### src/rtl/div_pipe_scheduler.sv
// Two-requester front end for a fixed-latency pipelined divider: round-robin
// arbitration, credit-limited issue, tag tracking and an in-order result FIFO.

module pipelinediv #(
  parameter int DIVIDENDLEN = 16,
  parameter int DIVISORLEN  = 8
) (
  input  logic                   clock,
  input  logic [DIVIDENDLEN-1:0] dividend,
  input  logic [DIVISORLEN-1:0]  divisor,
  output logic [DIVIDENDLEN-1:0] quotient,
  output logic [DIVISORLEN-1:0]  remainder
);
  localparam int N = DIVIDENDLEN;
  localparam int M = DIVISORLEN;

  // One restoring-division step per stage, MSB first; quo_reg shifts dividend bits out and quotient bits in.
  genvar gi;
  generate
    for (gi = 0; gi < N; gi++) begin : g_stage
      logic [M-1:0] rem_reg;
      logic [N-1:0] quo_reg;
      logic [M-1:0] rem_in;
      logic [N-1:0] quo_in;
      logic [M-1:0] dsr_in;
      logic [M:0]   trial;
      logic [M-1:0] diff;
      logic         fits;

      if (gi == 0) begin : g_first
        assign rem_in = '0;
        assign quo_in = dividend;
        assign dsr_in = divisor;
      end else begin : g_rest
        assign rem_in = g_stage[gi-1].rem_reg;
        assign quo_in = g_stage[gi-1].quo_reg;
        assign dsr_in = g_stage[gi-1].g_pass.dsr_reg;
      end

      assign trial = {rem_in, quo_in[N-1]};
      assign fits  = trial >= {1'b0, dsr_in};
      assign diff  = trial[M-1:0] - dsr_in;

      always_ff @(posedge clock) begin
        rem_reg <= fits ? diff : trial[M-1:0];
        quo_reg <= N'({quo_in, fits});
      end

      if (gi < N - 1) begin : g_pass
        logic [M-1:0] dsr_reg;
        always_ff @(posedge clock) begin
          dsr_reg <= dsr_in;
        end
      end
    end
  endgenerate

  assign quotient  = g_stage[N-1].quo_reg;
  assign remainder = g_stage[N-1].rem_reg;
endmodule

module div_pipe_scheduler #(
  parameter int DIVIDENDLEN = 16,
  parameter int DIVISORLEN  = 8,
  parameter int FIFODEPTH   = 4
) (
  input  logic                   clock,
  input  logic                   reset,
  input  logic                   req0_valid,
  output logic                   req0_ready,
  input  logic [DIVIDENDLEN-1:0] req0_dividend,
  input  logic [DIVISORLEN-1:0]  req0_divisor,
  input  logic                   req1_valid,
  output logic                   req1_ready,
  input  logic [DIVIDENDLEN-1:0] req1_dividend,
  input  logic [DIVISORLEN-1:0]  req1_divisor,
  output logic                   rsp_valid,
  input  logic                   rsp_ready,
  output logic                   rsp_id,
  output logic [DIVIDENDLEN-1:0] rsp_quotient,
  output logic [DIVISORLEN-1:0]  rsp_remainder,
  output logic                   rsp_dz,
  output logic                   busy
);
  localparam int L  = DIVIDENDLEN;
  localparam int PW = (FIFODEPTH > 1) ? $clog2(FIFODEPTH) : 1;
  localparam int CW = $clog2(FIFODEPTH + 1);
  localparam int EW = DIVIDENDLEN + DIVISORLEN + 2;
  localparam logic [CW-1:0] DEPTH_C  = CW'(FIFODEPTH);
  localparam logic [PW-1:0] LAST_PTR = PW'(FIFODEPTH - 1);

  logic                   last_reg;
  logic [CW-1:0]          cnt_reg, cnt_next;
  logic                   grant_id, credit, accept, pop, push, dz_in;
  logic [DIVIDENDLEN-1:0] div_dividend, div_quotient;
  logic [DIVISORLEN-1:0]  div_divisor, div_remainder;
  logic [L-1:0]           tag_valid_reg, tag_id_reg, tag_dz_reg;
  logic                   stg_valid_reg;
  logic [EW-1:0]          stg_entry_reg, stg_entry_next;
  logic [EW-1:0]          mem [FIFODEPTH];
  logic [PW-1:0]          wr_ptr_reg, rd_ptr_reg;
  logic [CW-1:0]          fifo_cnt_reg;
  logic [EW-1:0]          head;

  function automatic logic [PW-1:0] ptr_inc(input logic [PW-1:0] p);
    return (p == LAST_PTR) ? '0 : p + 1'b1;
  endfunction

  // When both requesters are valid, the one not granted last time wins.
  always_comb begin
    grant_id = 1'b0;
    if (req0_valid && req1_valid) grant_id = ~last_reg;
    else if (req1_valid)          grant_id = 1'b1;
  end

  assign credit     = cnt_reg < DEPTH_C;
  assign req0_ready = !reset && credit && req0_valid && !grant_id;
  assign req1_ready = !reset && credit && req1_valid && grant_id;
  assign accept     = (req0_valid && req0_ready) || (req1_valid && req1_ready);
  assign pop        = rsp_valid && rsp_ready;
  assign push       = stg_valid_reg;

  assign div_dividend = accept ? (grant_id ? req1_dividend : req0_dividend) : '0;
  assign div_divisor  = accept ? (grant_id ? req1_divisor : req0_divisor) : '0;
  assign dz_in        = accept && (div_divisor == '0);

  pipelinediv #(DIVIDENDLEN, DIVISORLEN) u_div (
    .clock     (clock),
    .dividend  (div_dividend),
    .divisor   (div_divisor),
    .quotient  (div_quotient),
    .remainder (div_remainder)
  );

  always_comb begin
    cnt_next = cnt_reg;
    if (accept && !pop)      cnt_next = cnt_reg + 1'b1;
    else if (pop && !accept) cnt_next = cnt_reg - 1'b1;
  end

  // Divide-by-zero results are forced to all-ones quotient and zero remainder.
  always_comb begin
    if (tag_dz_reg[L-1])
      stg_entry_next = {tag_id_reg[L-1], 1'b1, {DIVIDENDLEN{1'b1}}, {DIVISORLEN{1'b0}}};
    else
      stg_entry_next = {tag_id_reg[L-1], 1'b0, div_quotient, div_remainder};
  end

  // The divider carries no reset; only the tags decide what reaches the FIFO.
  always_ff @(posedge clock or posedge reset) begin
    if (reset) begin
      last_reg      <= 1'b1;
      cnt_reg       <= '0;
      tag_valid_reg <= '0;
      tag_id_reg    <= '0;
      tag_dz_reg    <= '0;
      stg_valid_reg <= 1'b0;
      stg_entry_reg <= '0;
      wr_ptr_reg    <= '0;
      rd_ptr_reg    <= '0;
      fifo_cnt_reg  <= '0;
    end else begin
      tag_valid_reg <= L'({tag_valid_reg, accept});
      tag_id_reg    <= L'({tag_id_reg, grant_id});
      tag_dz_reg    <= L'({tag_dz_reg, dz_in});
      if (accept) last_reg <= grant_id;
      cnt_reg       <= cnt_next;
      stg_valid_reg <= tag_valid_reg[L-1];
      stg_entry_reg <= stg_entry_next;
      if (push) wr_ptr_reg <= ptr_inc(wr_ptr_reg);
      if (pop)  rd_ptr_reg <= ptr_inc(rd_ptr_reg);
      if (push && !pop)      fifo_cnt_reg <= fifo_cnt_reg + 1'b1;
      else if (pop && !push) fifo_cnt_reg <= fifo_cnt_reg - 1'b1;
    end
  end

  always_ff @(posedge clock) begin
    if (push) mem[wr_ptr_reg] <= stg_entry_reg;
  end

  assign head          = mem[rd_ptr_reg];
  assign rsp_valid     = fifo_cnt_reg != '0;
  assign rsp_id        = rsp_valid && head[EW-1];
  assign rsp_dz        = rsp_valid && head[EW-2];
  assign rsp_quotient  = rsp_valid ? head[DIVIDENDLEN+DIVISORLEN-1:DIVISORLEN] : '0;
  assign rsp_remainder = rsp_valid ? head[DIVISORLEN-1:0] : '0;
  assign busy          = cnt_reg != '0;
endmodule

### config.mk
export PLATFORM = sky130hd
export DESIGN_NAME = div_pipe_scheduler
export DESIGN_NICKNAME = d
export VERILOG_FILES = /design/src/rtl/div_pipe_scheduler.sv
export SDC_FILE = /design/constraint.sdc
export NUM_CORES = 1
export LEC_CHECK = 0
export ABC_AREA = 1
export CORE_UTILIZATION = 60
export CTS_CLUSTER_DIAMETER = 80
export DETAILED_ROUTE_END_ITERATION = 12
export DONT_BUFFER_PORTS = 1
export PLACE_DENSITY_LB_ADDON = 0.12
export SYNTH_ARGS = -nofsm -noshare
export SYNTH_HDL_FRONTEND = slang
export SYNTH_SLANG_ARGS = --single-unit
### constraint.sdc
create_clock -name clock -period 5.6 [get_ports clock]
set_clock_uncertainty 0.05 [all_clocks]
set_input_delay 1.12 -clock clock [delete_from_list [all_inputs] [get_ports clock]]
set_output_delay 1.12 -clock clock [all_outputs]
set_load 0.03 [all_outputs]
# Word-level counts from Yosys, hierarchy flattened
# Memories as Yosys holds them, arrays and structs flattened.
# Cells that the tools add are included.
# totals
regBits	590
ramBits	104
inputBits	53
out_inout_bits	30
word_cells	162
n_memories	1
# memory_table
memory	depth	width	rd	rd_ports_with_merged_regs	write_ports	line	rtl
mem	4	26	1	0	1	100	logic [EW-1:0] mem [FIFODEPTH];
# classes
add_sub_neg	22
n_lt_le_gt_ge	17
n_eq_ne	2
mux	33
n_bitwise	1
n_reduce_logical	27
# ops
op	n
8-bit 2-to-1 mux	18
9-bit by 8-bit >= comparator with 1-bit output	15
8-bit subtractor	15
16-bit 2-to-1 mux	3
25-bit 2-to-1 mux	1
1-bit logical AND	16
3-bit 2-to-1 mux	4
1-bit by 8-bit >= comparator with 1-bit output	1
8-bit zero test	1
1-bit by 8-bit subtractor with 8-bit output	1
3-bit by 1-bit adder with 3-bit output, second input constant	2
3-bit nonzero test	2
3-bit by 1-bit subtractor with 3-bit output, second input constant	2
1-bit zero test	5
1-bit 2-to-1 mux	5
2-bit by 1-bit adder with 2-bit output, second input constant	2
2-bit == test, second input constant	2
2-bit 2-to-1 mux	2
2-bit nonzero test	2
3-bit less-than comparator, second input constant	1
1-bit logical OR	1
1-bit NOT	1

# Logic depth before layout (Yosys ltp)
# depth
ltp_word	10
depth_mapped	15
depth_no_buf	14

# Modules after synthesis
# A second synthesis with hierarchy kept.
# unflattened
cells_unflattened	2785
area_unflattened_um2	26057.5
# by_module_without_submodules
module	n_inst	cells_each	area_each_um2	seq_area_each_um2
pipelinediv	1	2163	18753.0	10089.7
div_pipe_scheduler	1	622	7304.5	5276.3

# Worst setup path after synthesis
# Ideal clock, no wire load.
# synth_path
path_kind	in2out
from	input port req0_valid
to	output port req0_ready
arrival_time_ps	2041
t_required_ps	4430
slack_ps	2389
cell_stages	6
n_path_buf	2
cell_sequence	nand2_2 > nand2_4 > inv_2 > buf_6 > buf_2 > nor2_1
# synth_between
elab_chain_len	4
elab_cells_between_ends	5
classes_between	1 x mux; 4 x reduce/logical
# synth_rtl
element	line	rtl
from (decl)	69	input logic req0_valid,
1-bit logical AND	112	if (req0_valid && req1_valid) grant_id = ~last_reg;
1-bit 2-to-1 mux	112	
via grant_id	94	logic grant_id, credit, accept, pop, push, dz_in;
1-bit zero test	117	assign req0_ready = !reset && credit && req0_valid && !grant_id;
1-bit logical AND	117	
to (decl)	70	output logic req0_ready,
# The timed path passes the listed nets, and every way through them passes these cells.

# Worst setup path in the final report
# layout_path
from	register rd_ptr_reg[1]
to	output port rsp_quotient[12]
# layout_between
elab_chain_len	2
# layout_rtl
element	line	rtl
from (decl)	101	logic [PW-1:0] wr_ptr_reg, rd_ptr_reg;
from (signal assigned)	171	if (pop) rd_ptr_reg <= ptr_inc(rd_ptr_reg);
memory 4 x 26 bit	--	
16-bit 2-to-1 mux	185	assign rsp_quotient = rsp_valid ? head[DIVIDENDLEN+DIVISORLEN-1:DIVISORLEN] : '0;
to (decl)	80	output logic [DIVIDENDLEN-1:0] rsp_quotient,
# Every way passes these cells.

==> results.yml <==
sta:
  worstMarginPinSlew_ns: 1.17
  fin_crit_sh_pct: 83.0
  rsz0062_at_grt: "false"
  setup_viol: 0
  fin_tns_setup_ns: 0
  slew-limit-headroom_pct: 21.7
  setup_slack_ns: 0.951
  max_freq_mhz: 215
  slew_viol_final: 0
  period_needed_ns: 4.65
  hold_viol: 0
detailed_routing:
  ant_nets: 0
  drt_iter0_markers: 1044
  vias_per_cell: 5.06
  drt-pass1-iter-count: 10
  drc: 4
  totalWireLength_um: 44400
  wire_per_inst_um: 14.2
  via_count: 15800
synthesis:
  synth_cells: 2490
  synth_edf_count: 104
  synth_most_common_cell: "nand2_1"
  synthArstFlopShare_pct: 12.4
  syn_nets: 2689
  synth_flop_cell: "dfxtp_1"
  avgSynthCellArea_sq_um: 10.1
  synth_cell_types: 45
  synth.area.top_cells: "dfxtp_1 (40%), edfxtp_1 (12%), dfrtp_1 (8.5%), nand2_1 (8.4%), ha_1 (6.4%)"
  yosys.area.top_type_share_pct: 40.3
  syn-cell-area_sq_um: 25100
  ys_ff_latch: 694
  synth_seq_area_share_pct: 61.3
  yosys-top-cells-count: "nand2_1 (559), dfxtp_1 (504), inv_1 (296)"
  yosys.area.top_type: "dfxtp_1"
  yosysWarnings: 0
global_route:
  antenna_found_initial: 0
  grt_pass1_wl_um: 73400
  gr-usage-all-layers_pct: 21.5
  grt_pass1_vias: 15400
  grt_max_degree: 56
  gr-total-overflow: 0
placed_design:
  preCtsSetupSlack_ns: 1.59
  dp_hpwl_um: 31700
  place.gp.congestion: 0.857
  io_buffers: 0
cells_and_area:
  multiInputGateArea_sq_um: 8440
  layout.nets: 2737
  diodes: 0
  largest_reg_flops: 224
  drive_above_1_share_pct: 8.14
  seq_area_sq_um: 15400
  fillCellCount: 3137
  area_delta_synth_final_pct: 11.5
die:
  core_sq_um: 41000
  start_util_pct: 61.1
  rows: 74
  die_height_um: 206
  dieArea_sq_um: 42600
  pin_count: 83
  chipWidth_um: 206
setup_path:
  crit_slowest_cell: "dfrtp_1"
  r2r_setup_slack_ns: 2.69
  path_max_fanout: 28
  reg2reg_to: "cnt_reg[2]$_DFFE_PP0P_"
  cp-start-kind: "flop"
  reg2reg_from: "fifo_cnt_reg[0]$_DFFE_PP0P_"
  critical_path_class: "reg -> out"
  arrival_ns: 3.48
  path_buf_inv: 1
  path_cells: "clkinv_1 -> nor2_1 -> o21ai_0 -> a21oi_1"
  worstPathRequired_ns: 4.43
  max_stage_delay_ns: 0.94
  end_kind: "output port"
  cp_top_family: "flip-flops"
  ff2ff_path_depth: 10
outcome:
  outcome: "complete, but fails checks"
  violations: "design-rule violations"
power:
  total_leakage_power_nw: 12.9
  clkPwrFrac_pct: 23.8
  ir_drop_mv: 0.446
  power_frac_seq_pct: 38.7
  p_sw_share_pct: 37.6
  switchingPower_mw: 7.16
  p_per_area_nw_per_um2: 683
  finalPower_mw: 19.1
  internal_power_mw: 11.9
  comb_power_share_pct: 37.5
clocking:
  numClockSinks: 694
  worstSkewPairLatency_ns: 0.58
  cts_buffers: 68
  path_clk_slew_ns: 0.06
  hold_buffers: 0
  cts_max_level: 3
  clockBufferDepth: 3
  cts-root-buf: "clkbuf_16"
  cts_tree: "yes"
  cts_resized: 0
  cts_setup_buffers: 0
worst_hold_path:
  hp-class: "reg -> reg"
  hp-start: "u_div.g_stage[12].quo_reg[12]$_DFF_P_"
  hold_path_end: "u_div.g_stage[13].quo_reg[13]$_DFF_P_"
  hold_depth: 0
job:
  drv_cap: 0
-- final cells by class --
| class | count | area share (%) |
|---|---|---|
| multi-input cells | 1471 | 30.2 |
| flip-flops and latches | 694 | 55.0 |
| clock inverters | 27 | 1.11 |
| repair buffers | 5 | 0.134 |
| clock buffers | 96 | 7.14 |
| well taps | 532 | 2.38 |
| inverters | 298 | 4.01 |
-- layout by cell type, fill, tap and decap left out, drive strengths merged --
master,n
nand2,585
dfxtp,504
inv,299
nor2,208
nand3,149
ha,129
edfxtp,104
a21oi,100
clkbuf,96
dfrtp,85
o21ai,83
xor2,49
nand4,47
a21o,25
xnor2,23
clkinv,18
fa,17
or2,17
nor3,14
o211ai,7
bufinv,5
buf,5
nand3b,5
a31oi,4
and3,3
o21bai,3
clkinvlp,3
mux2,2
mux2i,1
dfstp,1
-- per-layer routing --
metal | track usage, % | wire [um] | up-vias | share of wire (%)
li1 | - | - | 8095 | -
met1 | 27.4 | 20100 | 7278 | 45
met2 | 36.7 | 21300 | 366 | 48
met3 | 3.91 | 2060 | 76 | 4.6
met4 | 7.54 | 961 | 0 | 2.2
met5 | 0 | 0 | - | 0
-- cell families after synthesis --
group | synth area share [%]
adders and majority gates | 7.80
buffers and inverters | 5.01
AOI/OAI and AO/OA | 5.34
and+or+nand+nor | 17.9
DFF | 61.3
xor gates and xnor gates | 2.52
muxes | 0.130
-- worst max path at each step --
stage                                    startpoint                     end  slack, ns  cells past startpoint
after floorplan                               reset  cnt_reg[0]$_DFFE_PP0P_       2.21                      1
after global placement    rd_ptr_reg[1]$_DFFE_PP0P_        rsp_quotient[10]       1.77                      4
after detailed placement  rd_ptr_reg[1]$_DFFE_PP0P_        rsp_quotient[10]       1.59                      4
after CTS                 rd_ptr_reg[1]$_DFFE_PP0P_        rsp_quotient[10]       0.96                      4
after global routing      rd_ptr_reg[1]$_DFFE_PP0P_        rsp_quotient[10]       0.70                      4
final                     rd_ptr_reg[1]$_DFFE_PP0P_        rsp_quotient[12]       0.95                      4
-- power by group through the flow --
stage	Clock [mW]	Sequential (mW)	Combinational, mW
6_report	4.54	7.38	7.14
5_1_grt	4.88	7.53	8.15
4_1_cts	4.66	7.39	7.15
3_5_place_dp	0	7.48	7.06
3_3_place_gp	0	7.44	6.91
2_1_floorplan	0	7.15	5.84
-- per-stage QoR --
step           cell area [sq um]  utilization (%)  std cells  hold WS [ns]
2_1_floorplan              25100                -       2490         0.260
3_3_place_gp               25600             62.5       3000         0.260
3_5_place_dp               25600             62.5       3000         0.262
4_1_cts                    27900             68.1       3123         0.268
5_1_grt                    27900             68.1       3123         0.267
6_report                   27900             68.1       3123         0.267
(Power assumes the default switching activity.)
